### src/rtl/comb_sweep_pkg.sv
// Shared types and sizing for the combinational-block sweep controller.
// One vector per input combination of a 4-input function block.
package comb_sweep_pkg;

  localparam int unsigned NUM_VEC  = 16;
  localparam int unsigned IDX_W    = 4;
  localparam int unsigned CNT_W    = 5;
  localparam int unsigned SETTLE_W = 4;

  typedef enum logic [1:0] {
    StIdle,
    StSettle,
    StSample,
    StDone
  } state_e;

endpackage

### src/rtl/comb_sweep_ctrl.sv
// Sweeps a 4-input combinational block through all 16 vectors, captures its truth table
// and scores it against an expected table latched at start.
module comb_sweep_ctrl
  import comb_sweep_pkg::*;
#(
  parameter int unsigned SETTLE = 1
) (
  input  logic               clk,
  input  logic               rst_n,
  input  logic               start_i,
  input  logic [NUM_VEC-1:0] expected_i,
  input  logic               y_i,
  output logic               a_o,
  output logic               b_o,
  output logic               c_o,
  output logic               d_o,
  output logic               busy_o,
  output logic               done_o,
  output logic [NUM_VEC-1:0] truth_table_o,
  output logic [CNT_W-1:0]   mismatch_cnt_o,
  output logic [IDX_W-1:0]   first_fail_o,
  output logic               pass_o
);

  localparam logic [SETTLE_W-1:0] SettleInit = SETTLE_W'(SETTLE - 1);
  localparam logic [IDX_W-1:0]    LastIdx    = IDX_W'(NUM_VEC - 1);

  state_e               state_q;
  logic [IDX_W-1:0]     idx_q;
  logic [SETTLE_W-1:0]  settle_q;
  logic [NUM_VEC-1:0]   exp_q;
  logic [NUM_VEC-1:0]   tt_q;
  logic [CNT_W-1:0]     mm_q;
  logic [CNT_W-1:0]     mm_d;
  logic [IDX_W-1:0]     ff_q;
  logic                 pass_q;
  logic                 busy_q;
  logic                 done_q;
  logic                 miss;

  // y is the only unregistered input; it feeds the capture and scoring logic directly.
  always_comb begin
    miss = y_i ^ exp_q[idx_q];
    mm_d = mm_q + CNT_W'(miss);
  end

  always_ff @(posedge clk or negedge rst_n) begin
    if (!rst_n) begin
      state_q  <= StIdle;
      idx_q    <= '0;
      settle_q <= '0;
      exp_q    <= '0;
      tt_q     <= '0;
      mm_q     <= '0;
      ff_q     <= '0;
      pass_q   <= 1'b0;
      busy_q   <= 1'b0;
      done_q   <= 1'b0;
    end else begin
      done_q <= 1'b0;
      unique case (state_q)
        StIdle: begin
          if (start_i) begin
            exp_q    <= expected_i;
            idx_q    <= '0;
            settle_q <= SettleInit;
            tt_q     <= '0;
            mm_q     <= '0;
            ff_q     <= '0;
            pass_q   <= 1'b0;
            busy_q   <= 1'b1;
            state_q  <= StSettle;
          end
        end
        StSettle: begin
          if (settle_q == '0) begin
            state_q <= StSample;
          end else begin
            settle_q <= settle_q - SETTLE_W'(1);
          end
        end
        StSample: begin
          tt_q[idx_q] <= y_i;
          mm_q        <= mm_d;
          if (miss && (mm_q == '0)) begin
            ff_q <= idx_q;
          end
          if (idx_q == LastIdx) begin
            // pass and done are registered together so pass is valid alongside done.
            done_q  <= 1'b1;
            pass_q  <= (mm_d == '0);
            state_q <= StDone;
          end else begin
            idx_q    <= idx_q + IDX_W'(1);
            settle_q <= SettleInit;
            state_q  <= StSettle;
          end
        end
        StDone: begin
          busy_q  <= 1'b0;
          state_q <= StIdle;
        end
        default: state_q <= StIdle;
      endcase
    end
  end

  assign {a_o, b_o, c_o, d_o} = idx_q;
  assign busy_o         = busy_q;
  assign done_o         = done_q;
  assign truth_table_o  = tt_q;
  assign mismatch_cnt_o = mm_q;
  assign first_fail_o   = ff_q;
  assign pass_o         = pass_q;

  done_implies_busy: assert property (@(posedge clk) disable iff (!rst_n) done_o |-> busy_o);
  mm_in_range: assert property (@(posedge clk) disable iff (!rst_n) mismatch_cnt_o <= CNT_W'(16));

endmodule

### config.mk
export PLATFORM = sky130hd
export DESIGN_NAME = comb_sweep_ctrl
export DESIGN_NICKNAME = d
export VERILOG_FILES = /design/src/rtl/comb_sweep_pkg.sv /design/src/rtl/comb_sweep_ctrl.sv
export SDC_FILE = /design/constraint.sdc
export NUM_CORES = 1
export LEC_CHECK = 0
export ABC_AREA = 1
export CAP_MARGIN = 40
export CORE_MARGIN = 2
export CORE_UTILIZATION = 35
export CTS_BUF_LIST = sky130_fd_sc_hd__clkbuf_4 sky130_fd_sc_hd__clkbuf_8
export CTS_CLUSTER_DIAMETER = 100
export CTS_CLUSTER_SIZE = 14
export DETAILED_ROUTE_END_ITERATION = 10
export SETUP_SLACK_MARGIN = 0.3
export SLEW_MARGIN = 20
export SYNTH_ARGS = -nofsm -noshare
export SYNTH_HDL_FRONTEND = slang
export SYNTH_SLANG_ARGS = --single-unit
### constraint.sdc
create_clock -name clk -period 3.19 [get_ports clk]
set_clock_uncertainty 0.1 [all_clocks]
set_input_delay 0.638 -clock clk [delete_from_list [all_inputs] [get_ports clk]]
set_output_delay 0.638 -clock clk [all_outputs]
set_load 0.02 [all_outputs]
-- Word level (Yosys, flattened, before mapping)
Index checks and enable logic that the tools add are counted.
- input bits: 20
- register bits after elaboration: 54
- output and inout bits: 32
- logic and storage cells: 71
- equality and inequality tests: 10
- mux-type cells: 28
- $add $sub $neg: 3
- reductions and logical operators: 17
- bitwise gates (word level): 1
- magnitude comparators: 2
- operators with widths (cell ; count):
    one-hot mux 16 bit (2 select lines) ; 1
    2-to-1 mux 4 bit ; 5
    bitwise mux 16 bit ; 1
    2-to-1 mux 16 bit ; 1
    one-hot mux 4 bit (2 select lines) ; 2
    inequality test 2 bit (second input constant) ; 6
    one-hot mux 4 bit (3 select lines) ; 1
    zero test 5 bit ; 2
    one-hot mux 5 bit (2 select lines) ; 1
    AND reduction 3 bit ; 3
    one-hot mux 2 bit (4 select lines) ; 1
    AND reduction 2 bit ; 4
    2-to-1 mux 1 bit ; 7
    2-to-1 mux 2 bit ; 3
    adder 5 x 1 -> 5 bit ; 1
    less-than comparator 4 x 5 -> 1 bit (second input constant) ; 1
    2-to-1 mux 5 bit ; 1
    adder 4 x 1 -> 4 bit (second input constant) ; 1
    binary-select mux 1 bit (select 4 bit) ; 1
    demux 1 bit (select 4 bit) ; 1
    equality test 2 bit (second input constant) ; 2
    equality test 4 bit (second input constant) ; 1
    greater-or-equal comparator 4 x 1 -> 1 bit (second input constant) ; 1
    zero test 4 bit ; 1
    other kinds (9) ; 12

-- Logic depth before layout (Yosys ltp)
Gate-level depths: netlist of the first run.
- word-level depth: 7
- gate-level depth with buffers: 17
- gate-level depth less buffers: 15

-- Worst setup path after synthesis of the first run
OpenSTA, ideal clock, no wires.
- path kind: register -> register
- start: register idx_q[0]
- end: register pass_q, in the netlist pass_o
- arrival time: 2.261 ns
- setup time: 0.104 ns
- period minus slack after synthesis: 2.464 ns
- stages on the path, launching flop included: 17
- path buffers: 2
- data required time: 2.986 ns
- setup slack: 0.726 ns
- cell sequence: dfrtp_1 -> buf_6 -> inv_6 -> buf_8 -> nand2_1 -> nand3_1 -> nand2_1 -> nand2_1 -> nand2_2 -> nor2_2 -> nand2_2 -> and2_1 -> ha_1 -> ha_1 -> nand3_1 -> xor2_1 -> o41ai_2
- longest elaborated chain between the ends: 7
- elaborated cells on any way between the ends: 10
- those cells by class: 1 x add/sub; 2 x eq/ne; 4 x mux; 1 x bitwise; 2 x reduce/logical
- ends and longest elaborated chain (element ; RTL line ; source):
    start: declaration ; comb_sweep_ctrl.sv:29 ; logic [IDX_W-1:0] idx_q;
    start signal: assignment ; comb_sweep_ctrl.sv:94 ; idx_q <= idx_q + IDX_W'(1);
    binary-select mux 1 bit (select 4 bit) ; comb_sweep_ctrl.sv:43 ; miss = y_i ^ exp_q[idx_q];
    2-to-1 mux 1 bit (not written as such) ; comb_sweep_ctrl.sv:43 ;
    bitwise XOR 1 bit ; comb_sweep_ctrl.sv:43 ;
    adder 5 x 1 -> 5 bit ; comb_sweep_ctrl.sv:44 ; mm_d = mm_q + CNT_W'(miss);
    zero test 5 bit ; comb_sweep_ctrl.sv:91 ; pass_q <= (mm_d == '0);
    2-to-1 mux 1 bit ; comb_sweep_ctrl.sv:88 ; if (idx_q == LastIdx) begin
    one-hot mux 1 bit (2 select lines) ; comb_sweep_ctrl.sv:61 ; unique case (state_q)
    end signal: assignment ; comb_sweep_ctrl.sv:91 ;
    end: declaration ; comb_sweep_ctrl.sv:36 ; logic pass_q;
Parallel ways exist; a longest one is shown, timed or not. The select of a mux whose other input is x is not followed.
A chain may end at the register's enable or synchronous reset.

-- Worst setup path after layout of the first run
Same ends and word-level chain as after synthesis.

==> qor_table.md, run 1 <==
| Metric | Value |
| --- | --- |
| Initial cell density of the core | 35.58% |
| Max Clk Rate | 387.5 MHz |
| Worst path required time | 3.29 ns |
| Core ar. | 7607 sq um |
| Critical Path AT | 2.68 ns |
| Post-place instance area | 3316 sq um |
| Number of DRC markers in iteration 0 | 109 |
| Largest stage delay on the critical path | 0.53 ns |
| Clock transition at the registers of the reported paths | 0.09 ns |
| Most frequent standard cell in the layout excluding fill and tap cells | nand2_1 |
| Type of origin of the critical path | flop |
| Row count | 32 |
| Portion of the clock cycle consumed by the worst path in the final layout | 80.91% |
| Clock buffers created by TritonCTS | 5 |
| Wire length of the first global-routing pass | 9763 microns |
| RR Startpoint | idx_q[0]$_DFFE_PN0P_ |
| Setup total negative slack | 0 ns |
| Full die area | 8452 sq um |
| Non-Filler Cell Area, Final | 3427 sq um |
| Post-route setup slack | 0.6091 ns |
| Total power per unit cell area | 710.2 nW/um^2 |
| Total vias in the final route | 2195 |
| IO Pins | 52 |
| Number of vias per cell | 4.621 |
| Number of max-cap violations | 0 |
| Clock tree from TritonCTS | built |
| Via count of the first global-routing pass | 2116 |
| Maximum number of pins on one net before global-route repair | 36 |
| Number of failing hold endpoints at the final stage | 0 |
| Worst slew slack as a fraction of its limit | 57.79% |
| Netlist Area Pre-Place | 2706 sq um |
| Layout Utilization | 45.05% |
| Maximum net fanout on the critical path | 13 |
| Shortest period the worst path allows | 2.581 ns |
| Count of distinct cell types in the synthesized netlist | 34 |
| Largest buffer count on any clock path | 2 |
| Final-layout worst hold slack | 0.1647 ns |
| Antenna-violating nets left | 0 |
| Static Leak | 1.622 nW |
| Routability cong. | 0.8000 |
| Total detailed-routing wirelength | 5757 microns |
| Number of diodes | 0 |
| Clock latency on the worst-skew pair | 0.30 ns |
| TritonCTS Sinks | 54 |
| CTS Hold Bufs | 0 |
| Crit path capture type | flop |
| Capture instance of the worst register-to-register path | pass_o$_DFFE_PN0P_ |
| Count of filler cells inserted in the layout | 748 |
| DPL Wire Length | 4251 microns |
| Share of synthesized area occupied by flip-flops and latches | 49.93% |
| Post-Synthesis Cells | 319 |
| Port Buffers | 51 |
| Cells on worst reg2reg path | 14 |
| Layout cell share with drive strength beyond 1 | 10.99% |
| Worst-case setup slack after placement | 0.3467 ns |
| Syn_nets | 347 |
| Cell at the root of the clock tree | clkbuf_8 |
| Global-route total usage across every layer | 14.36% |
| Slowest cell on crit path | dfrtp_2 |
| Yosys warning total | 0 |
| Crit-path most repeated cell | nand2_1 |
| NumNets Final | 400 |
| Count of state elements after synthesis | 54 |
| Leading cell types in the layout, fill and taps excluded | nand2_1, dfrtp_1, clkdlybuf4s50_1 |
| Initial DRT Pass Iterations | 4 |
| Number of endpoints failing setup at the final stage | 0 |
| Number of max-slew violations in the final report | 0 |
| Maximum vdd ir drop | 0.2687 mV |
| Cells along the critical path | inv_6, nand2_1, nand3_1, nand2_1, nand2_1, nand2_2, nor2_2, nand2_2, and2_1, ha_1, ha_1, xnor2_1, nand4_1, o41ai_2 |
| Width of the chip | 91.94 microns |
| Post-detailed-route DRC marker count | 0 |
| Synth-to-layout area growth | 26.63% |
| Post-Syn Area per Cell | 8.484 sq um |
| Least-Margin Pin Slew | 0.6316 ns |
| Path type of the worst min-delay path | input port to asynchronous set/reset pin |
| Worst Path Class, Setup | flop to flop |
| Average detailed-routed wire length per instance | 12.12 microns |
| Total congestion overflow after global routing | 0 |
| Maximum level of the CTS H-tree | 2 |
| Setup repair after global routing missed its margin | false |
| Run status | complete, no violations |
| Number of antenna violations at the first check in global routing | 0 |
| Die Height | 91.94 microns |
| Reg-to-reg slack, setup | 0.61 ns |
## power breakdown
| part | switching [W] | internal (W) |
|---|---|---|
| registers | 0.000103 | 0.000869 |
| logic | 0.000644 | 0.000382 |
| clock network | 0.000217 | 0.000220 |
## Yosys cell counts
cell type	count	area share [%]
o22ai_1	2	0.46
ha_1	8	3.7
a31oi_1	7	1.6
inv_2	10	1.4
mux2i_1	3	1.1
o21ai_0	20	3.7
xnor2_1	1	0.32
a21oi_1	1	0.18
a22oi_1	6	1.7
buf_6	1	0.42
nand3_1	19	3.5
o21ai_1	12	2.2
nor3_1	6	1.1
nor4_2	1	0.46
and2_1	1	0.23
nor2_4	2	0.83
dfrtp_1	54	50
inv_1	38	5.3
nand2_1	85	12
o21ai_4	1	0.60
nor2_2	2	0.46
nor2_1	15	2.1
o41ai_2	1	0.60
clkbuf_1	6	0.83
xor2_1	3	0.97
nand2_2	6	1.4
a221oi_1	1	0.32
nand4_1	1	0.23
nand3_4	1	0.65
buf_2	1	0.18
nor3b_2	1	0.46
buf_8	1	0.55
nand2_4	1	0.42
inv_6	1	0.32
## routing by layer
metal	wire, microns	part of all wire, %	track usage (%)	up-vias
li1	-	-	-	1125
met1	2777	48	18.81	1014
met2	2631	46	24.20	49
met3	287	5.0	3.122	7
met4	61	1.1	3.731	0
met5	0	0	0	-
## cell families (layout without fill, tap and decap cells)
| group | count (synthesis) | after routing | synth area share (%) |
|---|---|---|---|
| AND/OR/NAND/NOR | 141 | 141 | 23.62 |
| buffers and inverters | 58 | 112 | 8.969 |
| flip-flops | 54 | 54 | 49.93 |
| AO/OA/AOI/OAI | 51 | 51 | 11.37 |
| adder cells (fa/ha/maj) | 8 | 8 | 3.699 |
| XOR/XNOR | 4 | 4 | 1.295 |
| multiplexers | 3 | 3 | 1.110 |
## how the worst max path moves through the flow
stage | cells after the start | startpoint | to | slack [ns]
after floorplan | 16 | idx_q[0]$_DFFE_PN0P_ | pass_o$_DFFE_PN0P_ | 0.73
after global placement | 9 | y_i | pass_o$_DFFE_PN0P_ | 0.45
after detailed placement | 9 | y_i | pass_o$_DFFE_PN0P_ | 0.35
after CTS | 14 | idx_q[0]$_DFFE_PN0P_ | pass_o$_DFFE_PN0P_ | 0.48
after global routing | 14 | idx_q[0]$_DFFE_PN0P_ | pass_o$_DFFE_PN0P_ | 0.43
final | 14 | idx_q[0]$_DFFE_PN0P_ | pass_o$_DFFE_PN0P_ | 0.61
## cell type report
class,count,area (sq um),area share [%]
inverters,49,188.9,5.513
multi-input cells,207,1112,32.46
repair buffers,55,535.5,15.63
flip-flops and latches,54,1353,39.47
clock buffers,8,110.1,3.213
well taps,102,127.6,3.724
## worst max-delay path: cells and delay by family (launching register included)
family	cells	cell delay (ns)
compound gates	1	0.24
xor+xnor	1	0.19
fa+ha+maj	2	0.40
buf+inv	1	0.16
flops	1	0.53
simple gates	9	0.86
## registers in the layout, indices dropped and copies added, names as in the netlist, 2 cells and up
name	cells
mismatch_cnt_o	5
exp_q	16
idx_q	4
truth_table_o	16
settle_q	4
state_q	2
first_fail_o	4
## timing repair
action                                 in CTS  in global routing
setup endpoints to repair                   0                  1
buffers inserted                            0                  0
resized for setup                           0                  1
endpoints found under the hold margin       0                  0
## through the flow
step           std cells  power (W)
2_1_floorplan        319   0.001722
3_3_place_gp         467   0.002002
3_5_place_dp         467   0.002019
4_1_cts              475   0.002458
5_1_grt              475   0.002637
6_report             475   0.002434
No activity file was read; power rests on OpenSTA's default activity.
==> run 2: changes to the inputs <==
==> constraint.sdc (replaced) <==
create_clock -name clk -period 2.6 [get_ports clk]
set_clock_uncertainty 0.1 [all_clocks]
set_input_delay 0.52 -clock clk [delete_from_list [all_inputs] [get_ports clk]]
set_output_delay 0.52 -clock clk [all_outputs]
set_load 0.02 [all_outputs]
==> run 2 against run 1 <==
Against the previous run:
- die area stayed put
- hold slack worse by 0.069 ns
- fmax is 11% higher
- critical path depth stayed put
- power is 32% higher
- final cell count is 2.5% higher
- clock-buffer cell count is 1 lower
- critical endpoint unchanged
==> qor_table.md, run 2 (synthesis results as in run 1) <==
| Metric | Value | Change |
| --- | --- | --- |
| Average detailed-routed wire length per instance | 12.54 microns | +3.5% |
| Reg-to-reg slack, setup | 0.28 ns | -0.32 ns |
| Number of failing hold endpoints at the final stage | 0 | unchanged |
| Cells along the critical path | buf_8, inv_8, nand2_2, nand3_2, nand2_1, nand2_1, nand2_2, o21ai_4, and2_4, ha_4, ha_4, nand3_4, xor2_2, o41ai_2 |  |
| Port Buffers | 51 | unchanged |
| Setup total negative slack | 0 ns | unchanged |
| Layout cell share with drive strength beyond 1 | 16.88% | +5.9 points |
| RR Startpoint | idx_q[0]$_DFFE_PN0P_ |  |
| Number of diodes | 0 | unchanged |
| Wire length of the first global-routing pass | 10410 microns | +6.6% |
| Least-Margin Pin Slew | 0.6176 ns | -0.01401 ns |
| Number of max-cap violations | 0 | unchanged |
| Portion of the clock cycle consumed by the worst path in the final layout | 89.04% | +8.1 points |
| Clock tree from TritonCTS | built |  |
| Sequential fraction of design power | 36.6% | -3.3 points |
| Setup repair after global routing missed its margin | true |  |
| Number of DRC markers in iteration 0 | 100 | -8.3% |
| Maximum level of the CTS H-tree | 2 | unchanged |
| Cell at the root of the clock tree | clkbuf_8 |  |
| Maximum vdd ir drop | 0.3280 mV | +22% |
| Power spent charging and discharging nets | 0.001260 W | +31% |
| Total power per unit cell area | 887.3 nW/um^2 | +25% |
| Path type of the worst min-delay path | input port to asynchronous set/reset pin |  |
| Initial DRT Pass Iterations | 4 | unchanged |
| TritonCTS Sinks | 54 | unchanged |
| Initial cell density of the core | 35.58% | unchanged |
| Static Leak | 1.709 nW | +5.3% |
| Max Clk Rate | 431.9 MHz | +11% |
| Synth-to-layout area growth | 33.89% |  |
| Leading cell types in the layout, fill and taps excluded | nand2_1, dfrtp_1, clkdlybuf4s50_1 |  |
| Largest buffer count on any clock path | 2 | unchanged |
| Full die area | 8452 sq um | unchanged |
| CTS Hold Bufs | 0 | unchanged |
| Number of antenna violations at the first check in global routing | 0 | unchanged |
| Number of vias per cell | 4.696 | +1.6% |
| Core ar. | 7607 sq um | unchanged |
| Cells on worst reg2reg path | 14 | unchanged |
| Row count | 32 | unchanged |
| Slowest cell on crit path | dfrtp_2 |  |
| Total power after layout | 0.003215 W | +32% |
| Area occupied by multi-input gates | 1190 sq um | +7.0% |
| Total detailed-routing wirelength | 6107 microns | +6.1% |
| Switching portion of total power | 39.18% | -0.42 points |
| Combinational cell fraction of total power | 45.5% | +3.3 points |
| IO Pins | 52 | unchanged |
| Sequential cell area | 1354 sq um | about the same |
| Width of the chip | 91.94 microns | unchanged |
| Global-route total usage across every layer | 15.20% | +0.84 points |
| Share of power burned in the clock network | 17.9% | about the same |
| Worst slew slack as a fraction of its limit | 58.73% | +0.94 points |
| DPL Wire Length | 4297 microns | +1.1% |
| Maximum net fanout on the critical path | 7 | -6 |
| Count of filler cells inserted in the layout | 750 | +0.27% |
| Clock transition at the registers of the reported paths | 0.10 ns | about the same |
| Capture instance of the worst register-to-register path | pass_o$_DFFE_PN0P_ |  |
| Crit path capture type | flop |  |
| Clock latency on the worst-skew pair | 0.30 ns | about the same |
| Largest stage delay on the critical path | 0.43 ns | -0.10 ns |
| Post-detailed-route DRC marker count | 0 | unchanged |
| Worst path required time | 2.71 ns | -0.58 ns |
| NumNets Final | 412 | +3.0% |
| Run status | complete, no violations |  |
| Critical Path AT | 2.42 ns | -0.26 ns |
| Number of endpoints failing setup at the final stage | 0 | unchanged |
| Internal portion of total power | 0.001956 W | +33% |
| Number of max-slew violations in the final report | 0 | unchanged |
| Worst Path Class, Setup | flop to flop |  |
| Total congestion overflow after global routing | 0 | unchanged |
| Clock buffers created by TritonCTS | 5 | unchanged |
| Shortest period the worst path allows | 2.315 ns | -0.2658 ns |
| Type of origin of the critical path | flop |  |
| Routability cong. | 0.7967 | -0.41% |
| Via count of the first global-routing pass | 2255 | +6.6% |
| Maximum number of pins on one net before global-route repair | 55 | +53% |
| Antenna-violating nets left | 0 | unchanged |
| Total vias in the final route | 2287 | +4.2% |
| Die Height | 91.94 microns | unchanged |
| Most frequent standard cell in the layout excluding fill and tap cells | nand2_1 |  |
run 2: cell types whose count changed in the layout (fill, tap and decap cells not counted), sizes merged:
cell / change
clkdlybuf4s50: -1
buf: +11
inv: +1
dlymetal6s2s: +1
bufinv: +1
clkbuf: -1
run 2: area by class of cell:
type	instances	area share, %
Clock buffer	7	2.314
Clock inverter	1	0.8287
Inverter	49	5.283
Multi-Input combinational cell	207	32.84
Sequential cell	54	37.36
Tap cell	102	3.522
Timing Repair Buffer	66	17.61
Timing Repair inverter	1	0.2417
run 2: worst max path at each step:
stage / from / to / slack (ns) / cells after the start
final: idx_q[0]$_DFFE_PN0P_ / pass_o$_DFFE_PN0P_ / 0.28 / 14
after global routing: idx_q[0]$_DFFE_PN0P_ / pass_o$_DFFE_PN0P_ / 0.15 / 15
after CTS: idx_q[0]$_DFFE_PN0P_ / pass_o$_DFFE_PN0P_ / 0.28 / 14
after detailed placement: y_i / pass_o$_DFFE_PN0P_ / 0.05 / 9
after global placement: y_i / pass_o$_DFFE_PN0P_ / 0.14 / 9
after floorplan: idx_q[0]$_DFFE_PN0P_ / pass_o$_DFFE_PN0P_ / 0.17 / 16
run 2: worst max-delay path: cells and delay by family, from the launching register on:
kind / cells / cell delay, ns
simple gates: 7 / 0.55
compound gates: 2 / 0.48
flops: 1 / 0.43
fa+ha+maj: 2 / 0.28
buf+inv: 2 / 0.21
xor+xnor: 1 / 0.17
run 2: power groups by stage:
stage / Clock [W] / Sequential (W) / Combinational (W)
3_5_place_dp: 0 / 0.00121 / 0.00130
5_1_grt: 0.000625 / 0.00120 / 0.00164
2_1_floorplan: 0 / 0.00126 / 0.000872
4_1_cts: 0.000586 / 0.00118 / 0.00147
6_report: 0.000575 / 0.00118 / 0.00146
3_3_place_gp: 0 / 0.00121 / 0.00128
run 2: what timing repair did:
item | 4_1_cts | 5_1_grt
endpoints found under the setup margin | 2 | 4
gates cloned | 1 | 0
gates resized for setup | 15 | 2
pin swaps | 8 | 1
buffers inserted | 8 | 0
run 2: per-stage QoR:
step	std cells	hold slack, ns	setup WS, ns	utilization (%)	cell area [sq um]
2_1_floorplan	319	0.1244	0.1717	-	2730
3_3_place_gp	470	0.3676	0.1416	44.36	3374
3_5_place_dp	470	0.3780	0.04536	44.36	3374
4_1_cts	487	0.1117	0.2777	47.50	3613
5_1_grt	487	0.1132	0.1505	47.63	3623
6_report	487	0.09529	0.2849	47.63	3623
run 2: layer usage:
metal	track usage [%]	routed length [microns]	vias up
met4	4.478	63	0
met3	3.205	227	6
met2	24.69	2838	51
met1	20.56	2977	1079
met5	0	0	-
li1	-	-	1151
==> run 3: changes to the inputs <==
--- a/config.mk
+++ b/config.mk
@@ -9,7 +9,6 @@
 export CAP_MARGIN = 40
 export CORE_MARGIN = 2
 export CORE_UTILIZATION = 35
-export CTS_BUF_LIST = sky130_fd_sc_hd__clkbuf_4 sky130_fd_sc_hd__clkbuf_8
 export CTS_CLUSTER_DIAMETER = 100
 export CTS_CLUSTER_SIZE = 14
 export DETAILED_ROUTE_END_ITERATION = 10
==> run 3 against run 2 <==
Against the previous run:
- sequential power about the same
- final cell count unchanged
- non-clock buffer count unchanged
- first-iteration DRC count down 16%
- global-route usage about the same
- clock power down 3%
- cell area down 0.21%
- register-to-register slack about the same
- power down 0.52%
- via count down 0.13%
- critical path type unchanged
- critical endpoint unchanged
- highest routed layer unchanged
==> qor_table.md, run 3 (synthesis results as in run 1) <==
| Metric | Value | Change |
| --- | --- | --- |
| CP bufs+invs | 2 | unchanged |
| Global-route total usage across every layer | 15.19% | -0.018 points |
| Leading cell types in the layout, fill and taps excluded | nand2_1, dfrtp_1, clkdlybuf4s50_1 |  |
| DPL Wire Length | 4297 microns | unchanged |
| Maximum net fanout on the critical path | 7 | unchanged |
| IO Pins | 52 | unchanged |
| Most frequent standard cell in the layout excluding fill and tap cells | nand2_1 |  |
| Worst path required time | 2.71 ns | about the same |
| Number of max-cap violations | 0 | unchanged |
| Worst Path Class, Setup | flop to flop |  |
| Run status | complete, no violations |  |
| Average detailed-routed wire length per instance | 12.54 microns | about the same |
| Count of filler cells inserted in the layout | 752 | +0.27% |
| Die Height | 91.94 microns | unchanged |
| Worst slew slack as a fraction of its limit | 58.73% | about the same |
| Post-place instance area | 3374 sq um | unchanged |
| Cell count along the critical path | 14 | unchanged |
| Maximum vdd ir drop | 0.3297 mV | +0.52% |
| Number of vias per cell | 4.690 | -0.13% |
| Setup total negative slack | 0 ns | unchanged |
| Cells along the critical path | buf_8, inv_8, nand2_2, nand3_2, nand2_1, nand2_1, nand2_2, o21ai_4, and2_4, ha_4, ha_4, nand3_4, xor2_2, o41ai_2 |  |
| Total congestion overflow after global routing | 0 | unchanged |
| Row count | 32 | unchanged |
| Synth-to-layout area growth | 33.61% |  |
| Post-detailed-route DRC marker count | 0 | unchanged |
| Antenna-violating nets left | 0 | unchanged |
| Least-Margin Pin Slew | 0.6176 ns | -0.00003767 ns |
| Maximum number of pins on one net before global-route repair | 55 | unchanged |
| Cells after DPL | 470 | unchanged |
| Reg-to-reg slack, setup | 0.29 ns | about the same |
| Cells on worst reg2reg path | 14 | unchanged |
| Final instance count without filler cells | 487 | unchanged |
| Core ar. | 7607 sq um | unchanged |
| Number of diodes | 0 | unchanged |
| Final-layout worst hold slack | 0.09196 ns | -0.003335 ns |
| Largest stage delay on the critical path | 0.43 ns | about the same |
| Initial DRT Pass Iterations | 4 | unchanged |
| Portion of the clock cycle consumed by the worst path in the final layout | 88.96% | about the same |
| Cell family with the largest share of critical-path delay | simple AND/OR/NAND/NOR gates |  |
| Clock transition at the registers of the reported paths | 0.10 ns | about the same |
| Max Clk Rate | 432.4 MHz | about the same |
| TritonCTS Sinks | 54 | unchanged |
| Width of the chip | 91.94 microns | unchanged |
| Crit path capture type | flop |  |
| Setup repair after global routing missed its margin | true |  |
| Critical Path AT | 2.42 ns | about the same |
| NumNets Final | 412 | unchanged |
| Layout cell share with drive strength beyond 1 | 16.36% | -0.52 points |
| Port Buffers | 51 | unchanged |
| Total power per unit cell area | 884.6 nW/um^2 | -0.31% |
| Largest buffer count on any clock path | 2 | unchanged |
| Number of antenna violations at the first check in global routing | 0 | unchanged |
| Number of endpoints failing setup at the final stage | 0 | unchanged |
| Total detailed-routing wirelength | 6109 microns | about the same |
| Static Leak | 1.702 nW | -0.40% |
| Full die area | 8452 sq um | unchanged |
| Clock tree from TritonCTS | built |  |
| Wire length of the first global-routing pass | 10380 microns | -0.20% |
| Capture instance of the worst register-to-register path | pass_o$_DFFE_PN0P_ |  |
| Cell at the root of the clock tree | clkbuf_8 |  |
| Number of DRC markers in iteration 0 | 84 | -16% |
| Critical path startpoint | idx_q[0]$_DFFE_PN0P_ |  |
| Clock buffers created by TritonCTS | 5 | unchanged |
| Slowest cell on crit path | dfrtp_2 |  |
| Capturing element of the worst setup path | pass_o$_DFFE_PN0P_ |  |
| Initial cell density of the core | 35.58% | unchanged |
| Type of origin of the critical path | flop |  |
| Total vias in the final route | 2284 | -0.13% |
| Number of max-slew violations in the final report | 0 | unchanged |
| Via count of the first global-routing pass | 2248 | -0.31% |
| Path type of the worst min-delay path | input port to asynchronous set/reset pin |  |
| Non-Filler Cell Area, Final | 3616 sq um | -0.21% |
| Number of failing hold endpoints at the final stage | 0 | unchanged |
| RR Startpoint | idx_q[0]$_DFFE_PN0P_ |  |
| Clock latency on the worst-skew pair | 0.31 ns | about the same |
| Shortest period the worst path allows | 2.313 ns | -0.002222 ns |
| Maximum level of the CTS H-tree | 2 | unchanged |
| CTS Hold Bufs | 0 | unchanged |
| Routability cong. | 0.7967 | unchanged |
-- run 3: cell types whose count changed in the layout (fill, tap and decap cells not counted) --
cell,before,now
clkbuf_1,0,2
clkbuf_4,2,0
-- run 3: final cells by class --
| cell class | instances | area, sq um | share of cell area (%) |
|---|---|---|---|
| Sequential cell | 54 | 1354 | 37.44 |
| Multi-Input combinational cell | 207 | 1190 | 32.91 |
| Timing Repair Buffer | 66 | 638.1 | 17.65 |
| Inverter | 49 | 191.4 | 5.294 |
| Tap cell | 102 | 127.6 | 3.529 |
| Clock buffer | 7 | 76.32 | 2.111 |
| Clock inverter | 1 | 30.03 | 0.8304 |
| Timing Repair inverter | 1 | 8.758 | 0.2422 |
-- run 3: what timing repair did --
item	in CTS	in global routing
setup endpoints to repair	2	4
pin swaps	8	1
buffers inserted	8	0
gates resized for setup	15	2
gates cloned	1	0
-- run 3: how the worst min path moves through the flow --
stage	end	start	slack [ns]	cells past startpoint
after floorplan	busy_o$_DFFE_PN0P_	rst_n	0.12	0
after global placement	busy_o$_DFFE_PN0P_	busy_o$_DFFE_PN0P_	0.37	2
after detailed placement	busy_o$_DFFE_PN0P_	busy_o$_DFFE_PN0P_	0.38	2
after CTS	settle_q[2]$_DFFE_PN0P_	rst_n	0.11	2
after global routing	settle_q[2]$_DFFE_PN0P_	rst_n	0.11	2
final	settle_q[2]$_DFFE_PN0P_	rst_n	0.09	2
-- run 3: worst reg2reg max path, delay by kind of cell, from the launching register on --
family | cells | cell delay, ns
flops | 1 | 0.43
simple gates | 7 | 0.56
xor+xnor | 1 | 0.17
buf+inv | 2 | 0.21
compound gates | 2 | 0.48
fa+ha+maj | 2 | 0.28
-- run 3: per-stage QoR --
step	setup slack (ns)	total power, W	utilization [%]
after global placement	0.1416	0.002490	44.36
after CTS	0.2777	0.003212	47.40
after floorplan	0.1717	0.002134	-
after detailed placement	0.04536	0.002514	44.36
after global routing	0.1505	0.003454	47.53
final	0.2871	0.003199	47.53
-- run 3: per-layer routing --
layer	GRT usage (%)	part of all wire [%]	vias up
met3	3.205	4.1	9
met1	20.56	48	1072
met4	4.478	1.4	0
met2	24.63	46	55
li1	-	-	1148
met5	0	0	-
-- run 3: report_power, final --
group | switching [W] | internal, W | total [W]
sequential | 0.000110 | 0.00107 | 0.00118
clock | 0.000270 | 0.000289 | 0.000559
combinational | 0.000884 | 0.000579 | 0.00146
total | 0.00126 | 0.00193 | 0.00320
